<file path="src/rtl/alu_result_serializer.sv">
// Buffers ALU results (+carry) in a small FIFO and streams each one out as a little-endian byte frame.
// Optional: define ALU_SER_PARITY_EN to add the Out_Parity output (even parity of Out_Data).
module alu_result_serializer #(
    parameter int RES_WIDTH  = 16,
    parameter int FIFO_DEPTH = 4
) (
    input  logic                          CLK,
    input  logic                          RST,
    input  logic [RES_WIDTH-1:0]          Res_In,
    input  logic                          Carry_In,
    input  logic                          Res_Valid,
    output logic [7:0]                    Out_Data,
    output logic                          Out_Valid,
    input  logic                          Out_Ready,
    output logic                          Out_Last,
    output logic [$clog2(FIFO_DEPTH):0]   Fifo_Level,
    output logic                          Overflow,
    input  logic                          Ovf_Clr,
`ifdef ALU_SER_PARITY_EN
    output logic                          Out_Parity,
`endif
    output logic                          Busy
);
    localparam int NB    = RES_WIDTH / 8 + 1;
    localparam int PTR_W = $clog2(FIFO_DEPTH);
    localparam int LVL_W = PTR_W + 1;
    localparam int IDX_W = $clog2(NB);
    localparam int FRM_W = 8 * NB;

    typedef enum logic {S_IDLE, S_SEND} state_t;

    logic [RES_WIDTH:0]  r_mem [FIFO_DEPTH];
    logic [PTR_W-1:0]    r_wr_ptr;
    logic [PTR_W-1:0]    r_rd_ptr;
    logic [LVL_W-1:0]    r_level;
    logic                r_ovf;

    state_t              r_state;
    logic [FRM_W-1:0]    r_shift;
    logic [IDX_W-1:0]    r_idx;
    logic [7:0]          r_data;
    logic                r_valid;
    logic                r_last;
    logic                r_par;

    logic                w_empty;
    logic                w_full;
    logic                w_hs;
    logic                w_frame_end;
    logic                w_adv;
    logic                w_pop;
    logic                w_push;
    logic                w_drop;
    logic [FRM_W-1:0]    w_frame;

    assign w_empty     = (r_level == '0);
    assign w_full      = (r_level == LVL_W'(FIFO_DEPTH));
    assign w_hs        = r_valid & Out_Ready;
    assign w_frame_end = w_hs & (r_idx == IDX_W'(NB - 1));
    assign w_adv       = w_hs & ~w_frame_end;
    // Pop when idle, or on the last byte's handshake so frames run back to back.
    assign w_pop       = ~w_empty & ((r_state == S_IDLE) | w_frame_end);
    assign w_push      = Res_Valid & (~w_full | w_pop);
    assign w_drop      = Res_Valid & w_full & ~w_pop;
    assign w_frame     = {7'b0, r_mem[r_rd_ptr]};

    always_ff @(posedge CLK) begin
        if (w_push)
            r_mem[r_wr_ptr] <= {Carry_In, Res_In};
    end

    always_ff @(posedge CLK or posedge RST) begin
        if (RST) begin
            r_wr_ptr <= '0;
            r_rd_ptr <= '0;
            r_level  <= '0;
            r_ovf    <= 1'b0;
        end else begin
            if (w_push)
                r_wr_ptr <= r_wr_ptr + PTR_W'(1);
            if (w_pop)
                r_rd_ptr <= r_rd_ptr + PTR_W'(1);
            if (w_push && !w_pop)
                r_level <= r_level + LVL_W'(1);
            else if (!w_push && w_pop)
                r_level <= r_level - LVL_W'(1);
            // A drop on the same edge as a clear keeps the flag set.
            if (w_drop)
                r_ovf <= 1'b1;
            else if (Ovf_Clr)
                r_ovf <= 1'b0;
        end
    end

    always_ff @(posedge CLK or posedge RST) begin
        if (RST) begin
            r_state <= S_IDLE;
            r_shift <= '0;
            r_idx   <= '0;
            r_data  <= '0;
            r_valid <= 1'b0;
            r_last  <= 1'b0;
            r_par   <= 1'b0;
        end else if (w_pop) begin
            r_state <= S_SEND;
            r_data  <= w_frame[7:0];
            r_par   <= ^w_frame[7:0];
            r_shift <= w_frame >> 8;
            r_idx   <= '0;
            r_valid <= 1'b1;
            r_last  <= 1'b0;
        end else if (w_adv) begin
            r_data  <= r_shift[7:0];
            r_par   <= ^r_shift[7:0];
            r_shift <= r_shift >> 8;
            r_idx   <= r_idx + IDX_W'(1);
            r_last  <= (r_idx == IDX_W'(NB - 2));
        end else if (w_frame_end) begin
            r_state <= S_IDLE;
            r_valid <= 1'b0;
            r_last  <= 1'b0;
        end
    end

    assign Out_Data   = r_data;
    assign Out_Valid  = r_valid;
    assign Out_Last   = r_last;
    assign Fifo_Level = r_level;
    assign Overflow   = r_ovf;
    assign Busy       = (r_level != '0) | r_valid;
`ifdef ALU_SER_PARITY_EN
    assign Out_Parity = r_par;
`endif

endmodule
</file>
<file path="config.mk">
export PLATFORM = sky130hd
export DESIGN_NAME = alu_result_serializer
export DESIGN_NICKNAME = d
export VERILOG_FILES = /design/src/rtl/alu_result_serializer.sv
export SDC_FILE = /design/constraint.sdc
export NUM_CORES = 1
export LEC_CHECK = 0
export ABC_CLOCK_PERIOD_IN_PS = 3100
export CORE_MARGIN = 2
export CORE_UTILIZATION = 35
export DETAILED_ROUTE_END_ITERATION = 10
export PLACE_DENSITY = 0.5
export SLEW_MARGIN = 40
export SYNTH_ARGS = -nofsm -noshare
export SYNTH_HDL_FRONTEND = slang
export SYNTH_SLANG_ARGS = --single-unit
</file>
<file path="constraint.sdc">
create_clock -name CLK -period 3.1 [get_ports CLK]
set_input_delay 0.775 -clock CLK [delete_from_list [all_inputs] [get_ports CLK]]
set_output_delay 0.775 -clock CLK [all_outputs]
set_load 0.005 [all_outputs]
</file>
==> results.cfg, run 1 <==
[synth]
synth-compound-area-share_pct = 4.250
synth_top_area_share_pct = 52.54
yosysWarnings = 0
synthTopCellsByArea = edfxtp_1, dfrtp_1, mux4_2
synth_top_family_by_area = multiplexers
synth.yosys.seq_area_share_pct = 71.22
post_synth_xor_area_fraction_pct = 1.352
synth-seq-cells = 97
postSynthAreaPerCell_um2 = 17.35
synth_fp_nets = 254
synth_largest_area_cell = edfxtp_1
synthCells = 224
synthSimpleGateAreaFrac_pct = 5.892
synth_area_um2 = 3886
yosys-mux-area-fraction_pct = 12.14
synthAdderAreaFrac_pct = 2.769
ys_types = 35

[timing]
min_period_over_period_pct = 83.76
slew_headroom_pct = 55.41
actual_transition_at_the_worst_max_transition_pin_ns = 0.6688
setup_repair_after_global_routing_missed_its_margin = no
fmax_ghz = 0.3851
fin_skew_ns = 0.009515
timing_hold_violations_final = 0
worst_hold_slack_ns = 0.5206
setup_viol = 0
fin_tns_setup_ns = 0
period_needed_ns = 2.597
slew_viol_final = 0

[detailed_routing]
drt_pre_antenna_iters = 4
drcViolationCount = 0
total_vias_in_the_final_route = 2049
final_antenna_net_count = 0
mean_number_of_vias_per_cell = 4.937
drt-total-wl_um = 7242
drt-initial-drc-count = 104
post_drt_wl_per_cell_um = 17.45

[final_layout]
finish.net_count = 300
post_route_cells_drive_above_1_share_pct = 15.27
final_cell_mix = edfxtp_1, clkdlybuf4s50_1, dfrtp_1, o21ai_0
filler_cell_count = 993
n_antenna_cell = 0
mostFrequentLayoutCell = edfxtp_1
layout-area-overhead-vs-synth_pct = 19.77

[power_and_ir_drop]
power.share.sequential_pct = 47.4
netSwitchingPower_uw = 1244
p_int_uw = 2842
p_sw_share_pct = 30.44
p_comb_share_pct = 30.7
cellPowerDensity_nw_per_um2 = 877.8
leakage_uw = 0.001709
p_total_uw = 4086
power_frac_clock_pct = 21.9
irDropWorstVdd_mv = 0.2710

[critical_path]
classification_of_the_worst_setup_path = register to output port
timing.critical_path.slowest_stage_cell = dfrtp_1
crit_required_ns = 2.32
crit_path_start_kind = register
cp-end-kind = output port
critPathMaxFanout = 6
critical_path.max_stage_delay_ns = 0.47
worst-endpoint-arrival_ns = 1.82
cell_chain_of_the_critical_path = nor3_1 > nand2b_1 > clkdlybuf4s50_1
ff2ff_path_depth = 11

[run_status]
result_of_the_run = finished, final reports clean

[die]
coreArea_um2 = 10840
design.portCount = 37
chipWidth_um = 109.4
die_height_um = 109.4
die_area_um2 = 11960
start_util_pct = 35.85
rows = 38

[clock_tree]
cts_root_buf = clkbuf_8
worst_skew_pair.late_latency_ns = 0.36
cts.sinks = 97
clk_path_buf_depth = 2
clk_transition_reported_paths_ns = 0.09
cts_tree = yes
cts.repair_timing.setup_buffer_count = 0
htree_num_levels = 3
postCtsResizedCells = 0
cts_hold_buf = 0
cts_inserted_buffers = 9

[worst_hold_path]
worstHoldPathType = register to register
min_delay_path_depth = 2

[placement]
dpl.hpwl_um = 4525
gp_congestion = 0.7445
io_buffer_count = 36

[global_route]
globalRouteOverflowTotal = 0
antenna_found_initial = 0
grt_util_all_layers_pct = 13.77
global_route_wire_length_before_repair_um = 11760
number_of_global_route_vias_before_repair = 2147
grt_start_max_net_pins = 30

[job]
max-cap-violations = 0
==> metrics by stage <==
step	cells	area (um^2)	setup WS, ns	utilization (%)
2_1_floorplan	224	3886	0.7077	-
3_3_place_gp	399	4438	0.2838	40.94
3_5_place_dp	399	4438	0.2448	40.94
4_1_cts	415	4654	0.4531	42.94
5_1_grt	415	4654	0.2915	42.94
6_report	415	4654	0.5034	42.94
==> cell type report <==
class,count,area (um^2),area share [%]
clock inverters,6,88.84,1.909
inverters,9,33.78,0.7258
flip-flops and latches,97,2768,59.46
well taps,140,175.2,3.763
clock buffers,10,127.6,2.742
multi-input cells,107,1026,22.04
repair buffers,46,435.4,9.355
==> cells in the mapped netlist <==
| cell | instances |
|---|---|
| mux4_1 | 4 |
| xor2_1 | 2 |
| clkbuf_1 | 3 |
| nand2b_1 | 1 |
| edfxtp_1 | 68 |
| ha_1 | 7 |
| nor2b_1 | 1 |
| mux2_2 | 3 |
| a21oi_2 | 1 |
| inv_1 | 9 |
| xnor2_1 | 4 |
| nand4_1 | 1 |
| mux2i_1 | 4 |
| buf_1 | 1 |
| nor2_1 | 4 |
| a21boi_0 | 1 |
| dfrtp_1 | 29 |
| buf_2 | 5 |
| buf_4 | 1 |
| a211oi_1 | 1 |
| o21ai_0 | 15 |
| nand3b_1 | 1 |
| a221o_1 | 5 |
| and3b_1 | 2 |
| nor3_1 | 1 |
| nand2_1 | 10 |
| a31oi_1 | 1 |
| mux4_2 | 13 |
| nand3_1 | 13 |
| or3_1 | 1 |
| buf_6 | 1 |
| and2_1 | 4 |
| fa_1 | 1 |
| a21bo_2 | 1 |
| and3_1 | 5 |
==> sequential cells by signal, summed over array words and instances (netlist names) <==
name        count
Fifo_Level      3
Out_Data        8
Out_Last        1
Out_Valid       1
Overflow        1
r_idx           2
r_mem          68
r_rd_ptr        2
r_shift         9
r_wr_ptr        2
==> per-layer routing <==
metal | up-vias | wire length, um | track usage (%)
met5 | - | 0 | 0
met3 | 11 | 298 | 3.616
met2 | 44 | 3353 | 20.99
met1 | 1046 | 3456 | 18.44
li1 | 948 | - | -
met4 | 0 | 133 | 6.510
==> worst max-delay path, delay by kind of cell, from the launching register on <==
family,cells,cell delay (ns)
simple gates,2,0.54
buf+inv,1,0.45
flops,1,0.47
==> power by group through the flow <==
stage | clock network [uW] | logic [uW] | registers [uW]
2_1_floorplan | 0 | 886 | 1880
3_3_place_gp | 0 | 1270 | 1970
6_report | 895 | 1250 | 1940
4_1_cts | 922 | 1290 | 1950
5_1_grt | 982 | 1410 | 1980
3_5_place_dp | 0 | 1290 | 1980
==> path summary, 6_finish.rpt <==
| check | startpoint | end | slack [ns] |
|---|---|---|---|
| min | Overflow$_DFFE_PP0P_ | Overflow$_DFFE_PP0P_ | 0.52 |
| min in group asynchronous | RST | Fifo_Level[0]$_DFFE_PP0P_ | 0.78 |
| max | Fifo_Level[0]$_DFFE_PP0P_ | Busy | 0.50 |
| min reg2reg | Overflow$_DFFE_PP0P_ | Overflow$_DFFE_PP0P_ | 0.52 |
| max in group asynchronous | RST | r_shift[1]$_DFFE_PP0P_ | 2.03 |
| max reg2reg | r_idx[0]$_DFFE_PP0P_ | Fifo_Level[2]$_DFFE_PP0P_ | 0.80 |
==> cell families (layout without fill, tap and decap cells) <==
logic type | Yosys count | in the layout
fa+ha+maj | 8 | 8
simple gates | 44 | 44
buf+inv | 20 | 71
mux | 24 | 24
xor+xnor | 6 | 6
compound gates | 25 | 25
flops | 97 | 97
Note: power is estimated with default switching activity, not from simulation.
==> run 2, diff against run 1 <==
--- a/config.mk
+++ b/config.mk
@@ -5,7 +5,7 @@
 export SDC_FILE = /design/constraint.sdc
 export NUM_CORES = 1
 export LEC_CHECK = 0
-export ABC_CLOCK_PERIOD_IN_PS = 3100
+export ABC_CLOCK_PERIOD_IN_PS = 2400
 export CORE_MARGIN = 2
 export CORE_UTILIZATION = 35
 export DETAILED_ROUTE_END_ITERATION = 10
==> constraint.sdc (replaced) <==
create_clock -name CLK -period 2.4 [get_ports CLK]
set_input_delay 0.6 -clock CLK [delete_from_list [all_inputs] [get_ports CLK]]
set_output_delay 0.6 -clock CLK [all_outputs]
set_load 0.005 [all_outputs]
==> results.cfg, run 2 (synthesis results as in run 1) <==
[critical_path]
crit_required_ns = 1.80
critPathMaxFanout = 6
worst-endpoint-arrival_ns = 1.68
crit_path_start_kind = register
ff2ff_path_depth = 12
critical_path.reg2reg.endpoint = Fifo_Level[2]$_DFFE_PP0P_
cp-end-kind = output port
timing.rr.start = r_idx[0]$_DFFE_PP0P_
reg2reg_setup_slack_ns = 0.26
classification_of_the_worst_setup_path = register to output port

[clock_tree]
cts.repair_timing.setup_buffer_count = 0
cts_inserted_buffers = 9
clk_path_buf_depth = 2
worst_skew_pair.late_latency_ns = 0.35
htree_num_levels = 3
cts.sinks = 97
cts_root_buf = clkbuf_8
cts_tree = yes
clk_transition_reported_paths_ns = 0.10

[die]
die_area_um2 = 11960
die_height_um = 109.4
design.portCount = 37
start_util_pct = 35.85
coreArea_um2 = 10840
chipWidth_um = 109.4
rows = 38

[run_status]
result_of_the_run = finished, final reports clean

[detailed_routing]
post_drt_wl_per_cell_um = 17.33
drcViolationCount = 0
drt_pre_antenna_iters = 4
total_vias_in_the_final_route = 2007
drt-initial-drc-count = 108
final_antenna_net_count = 0
drt-total-wl_um = 7347
mean_number_of_vias_per_cell = 4.733

[final_layout]
layout-area-overhead-vs-synth_pct = 22.83
final_cell_mix = edfxtp_1, clkdlybuf4s50_1, dfrtp_1, o21ai_0, buf_4
post_route_cells_drive_above_1_share_pct = 19.01
mostFrequentLayoutCell = edfxtp_1
instances_no_fill = 424
final_core_utilization_pct = 44.03
finish.net_count = 309
largest_reg_flops = 68
registers.top_by_ff_count = r_mem
n_antenna_cell = 0
finalInstanceArea_um2 = 4773

[power_and_ir_drop]
irDropWorstVdd_mv = 0.4170
cellPowerDensity_nw_per_um2 = 1120
leakage_uw = 0.001765

[global_route]
global_route_wire_length_before_repair_um = 11960
grt_start_max_net_pins = 30
number_of_global_route_vias_before_repair = 2127
antenna_found_initial = 0
globalRouteOverflowTotal = 0
grt_util_all_layers_pct = 13.80

[timing]
worst_hold_slack_ns = 0.5210
actual_transition_at_the_worst_max_transition_pin_ns = 0.5584
setup_viol = 0
period_needed_ns = 2.277
min_period_over_period_pct = 94.88
slew_viol_final = 0
fmax_ghz = 0.4391
slew_headroom_pct = 62.78
timing_hold_violations_final = 0
setup_repair_after_global_routing_missed_its_margin = no
fin_skew_ns = 0.01215

[worst_hold_path]
min_delay_path_depth = 1
worstHoldPathType = register to register
worstHoldEndpoint = Out_Data[6]$_DFFE_PP0P_
holdCritStartpoint = r_shift[6]$_DFFE_PP0P_

[placement]
placed_area_um2 = 4568
dp_cells = 408
io_buffer_count = 36
gp_congestion = 0.7265
dpl.hpwl_um = 4725

[job]
max-cap-violations = 0
[run 2: cell types whose count changed in the layout (fill, tap and decap cells not counted), sizes merged]
cell	delta
bufinv	-1
buf	+9
inv	-1
clkinv	+3
clkinvlp	-1
[run 2: worst max path at each step]
stage	startpoint	endpoint	depth (start not counted)	slack, ns
6_report	Fifo_Level[0]$_DFFE_PP0P_	Busy	4	0.12
5_1_grt	Fifo_Level[0]$_DFFE_PP0P_	Busy	4	0.001
4_1_cts	Fifo_Level[0]$_DFFE_PP0P_	Busy	4	0.003
3_5_place_dp	Out_Ready	Fifo_Level[2]$_DFFE_PP0P_	11	-0.29
3_3_place_gp	Out_Ready	Fifo_Level[2]$_DFFE_PP0P_	11	-0.24
2_1_floorplan	r_idx[0]$_DFFE_PP0P_	Fifo_Level[2]$_DFFE_PP0P_	10	0.15
[run 2: metrics by stage]
stage / power (uW) / setup TNS, ns / worst slack [ns]
floorplan: 3574 / 0 / 0.1481
global placement: 4347 / -0.4300 / -0.2370
detailed placement: 4379 / -0.5487 / -0.2946
CTS: 5430 / 0 / 0.002673
global route: 5716 / 0 / 0.001009
finish: 5346 / 0 / 0.1228
[run 2: what timing repair did]
item / CTS / global route
hold buffers: 0 / 0
endpoints found under the setup margin: 0 / 3
gates resized for setup: 0 / 4
hold endpoints to repair: 0 / 0
[run 2: where the power goes]
part / leakage [uW] / internal [uW] / switching [uW] / total [uW]
Combinational: 0.000677 / 982 / 822 / 1800
Sequential: 0.000988 / 2240 / 254 / 2500
Clock: 0.0000998 / 489 / 557 / 1050
Total: 0.00176 / 3710 / 1630 / 5350
[run 2: critical path, cell delays in order, from the launching register on]
cell	delay, ns
dfrtp_2	0.48
nor3_2	0.22
buf_4	0.15
nand2b_1	0.05
clkdlybuf4s50_1	0.44
[run 2: final cells by class]
type	instances	area, um^2
tap	140	175.2
sequential	97	2769
clock buffer	10	127.6
timing repair buffer	55	565.5
multi-input combinational	107	1035
inverter	9	33.78
fill	975	6067
clock inverter	6	67.56
[run 2: per-layer routing]
metal / wire (um) / GRT usage (%) / share of wire, %
met5: 0 / 0 / 0
met4: 54 / 3.797 / 0.73
met3: 269 / 3.497 / 3.7
met2: 3650 / 23.24 / 50
met1: 3372 / 17.80 / 46
==> run 3, diff against run 2 <==
--- a/config.mk
+++ b/config.mk
@@ -7,10 +7,10 @@
 export LEC_CHECK = 0
 export ABC_CLOCK_PERIOD_IN_PS = 2400
 export CORE_MARGIN = 2
-export CORE_UTILIZATION = 35
+export CORE_UTILIZATION = 25
 export DETAILED_ROUTE_END_ITERATION = 10
-export PLACE_DENSITY = 0.5
-export SLEW_MARGIN = 40
+export PLACE_DENSITY = 0.38
+export SLEW_MARGIN = 5
 export SYNTH_ARGS = -nofsm -noshare
 export SYNTH_HDL_FRONTEND = slang
 export SYNTH_SLANG_ARGS = --single-unit
==> results.cfg, run 3 (synthesis results as in run 1) <==
[clock_tree]
clk_path_buf_depth = 2
cts_root_buf = clkbuf_16
cts.sinks = 97
worst_skew_pair.late_latency_ns = 0.34
cts_tree = yes
cts_inserted_buffers = 9
htree_num_levels = 3
cts.repair_timing.setup_buffer_count = 0
postCtsResizedCells = 0
cts_hold_buf = 0
clk_transition_reported_paths_ns = 0.07

[critical_path]
crit_required_ns = 1.80
critical_path_buf_inv_count = 2
worst-path-stages = 4
worst_setup_path_endpoint = Busy
cp-end-kind = output port
timing.critical_path.slowest_stage_cell = dfrtp_1
critical-path-top-delay-family = buffers and inverters
worst-endpoint-arrival_ns = 1.68
critical_path.reg2reg.endpoint = Fifo_Level[2]$_DFFE_PP0P_
crit_path_start_kind = register
critPathMaxFanout = 6
critical_path.startpoint = Fifo_Level[0]$_DFFE_PP0P_
cell_chain_of_the_critical_path = nor3_2 > buf_4 > nand2b_1 > clkdlybuf4s50_1
classification_of_the_worst_setup_path = register to output port
critical_path.max_stage_delay_ns = 0.47
ff2ff_path_depth = 11
timing.rr.start = r_idx[0]$_DFFE_PP0P_
reg2reg_setup_slack_ns = 0.27

[placement]
io_buffer_count = 36
dpl.hpwl_um = 5138
pre_cts_ws_ns = -0.2798
gp_congestion = 0.6761

[power_and_ir_drop]
irDropWorstVdd_mv = 0.3802
cellPowerDensity_nw_per_um2 = 1160
leakage_uw = 0.001803
p_total_uw = 5723

[die]
die_height_um = 128.7
die_area_um2 = 16560
start_util_pct = 25.56
chipWidth_um = 128.7
coreArea_um2 = 15200
design.portCount = 37
rows = 45

[timing]
slew_headroom_pct = 58.34
timing_hold_violations_final = 0
setup_repair_after_global_routing_missed_its_margin = no
fmax_ghz = 0.4394
actual_transition_at_the_worst_max_transition_pin_ns = 0.6249
slew_viol_final = 0
final.setup.worst_slack_ns = 0.1239
fin_skew_ns = 0.006687
min_period_over_period_pct = 94.84
setup_viol = 0
period_needed_ns = 2.276

[detailed_routing]
mean_number_of_vias_per_cell = 4.315
final_antenna_net_count = 0
total_vias_in_the_final_route = 2041
drt-total-wl_um = 7794
drcViolationCount = 0
drt_pre_antenna_iters = 4
drt-initial-drc-count = 90
post_drt_wl_per_cell_um = 16.48

[worst_hold_path]
worstHoldPathType = register to register

[global_route]
antenna_found_initial = 0
globalRouteOverflowTotal = 0
number_of_global_route_vias_before_repair = 2165
global_route_wire_length_before_repair_um = 12520
grt_start_max_net_pins = 30
grt_util_all_layers_pct = 10.41

[final_layout]
finish.net_count = 310
n_antenna_cell = 0
registers.top_by_ff_count = r_mem
mostFrequentLayoutCell = edfxtp_1
layout-area-overhead-vs-synth_pct = 26.95
largest_reg_flops = 68
final_cell_mix = edfxtp_1, clkdlybuf4s50_1, dfrtp_1, buf_4, o21ai_0
post_route_cells_drive_above_1_share_pct = 18.95

[job]
max-cap-violations = 0

[run_status]
result_of_the_run = finished, final reports clean
run 3: changes by cell type in the layout (fill, tap and decap cells not counted), moves of 2 or more:
cell,delta
buf_4,+2
clkbuf_8,-9
clkinv_4,-2
clkbuf_16,+9
run 3: where the power goes:
part	switching, uW	total (uW)	internal, uW
clock	590	1400	807
sequential	271	2520	2240
combinational	833	1810	978
total	1690	5720	4030
run 3: layout make-up:
type,instances,area [um^2]
Clock buffer,11,232.7
Clock inverter,5,55.05
Fill cell,1490,10270
Inverter,9,33.78
Multi-Input combinational cell,107,1049
Sequential cell,97,2768
Tap cell,188,235.2
Timing Repair Buffer,56,560.5
run 3: worst min-delay path by stage:
stage | from | endpoint | depth (start not counted)
after floorplan | r_shift[0]$_DFFE_PP0P_ | r_shift[0]$_DFFE_PP0P_ | 1
after global routing | r_shift[3]$_DFFE_PP0P_ | Out_Data[3]$_DFFE_PP0P_ | 1
final | r_shift[3]$_DFFE_PP0P_ | Out_Data[3]$_DFFE_PP0P_ | 1
after detailed placement | r_shift[3]$_DFFE_PP0P_ | Out_Data[3]$_DFFE_PP0P_ | 1
after CTS | r_shift[3]$_DFFE_PP0P_ | Out_Data[3]$_DFFE_PP0P_ | 1
after global placement | r_shift[3]$_DFFE_PP0P_ | Out_Data[3]$_DFFE_PP0P_ | 1
run 3: through the flow:
stage          area, um^2  std cells  utilization, %  hold slack, ns  TNS, ns
2_1_floorplan        3886        224               -          0.4779        0
3_3_place_gp         4623        457           30.41          0.4906  -0.7382
3_5_place_dp         4623        457           30.41          0.4999   -1.566
4_1_cts              4911        473           32.30          0.5255        0
5_1_grt              4933        473           32.45          0.5412        0
6_report             4933        473           32.45          0.5203        0
run 3: routing by layer:
metal	part of all wire [%]	global-route usage, %
met5	0	0
met4	2.2	4.987
met3	3.1	2.412
met2	46	16.06
met1	49	13.92
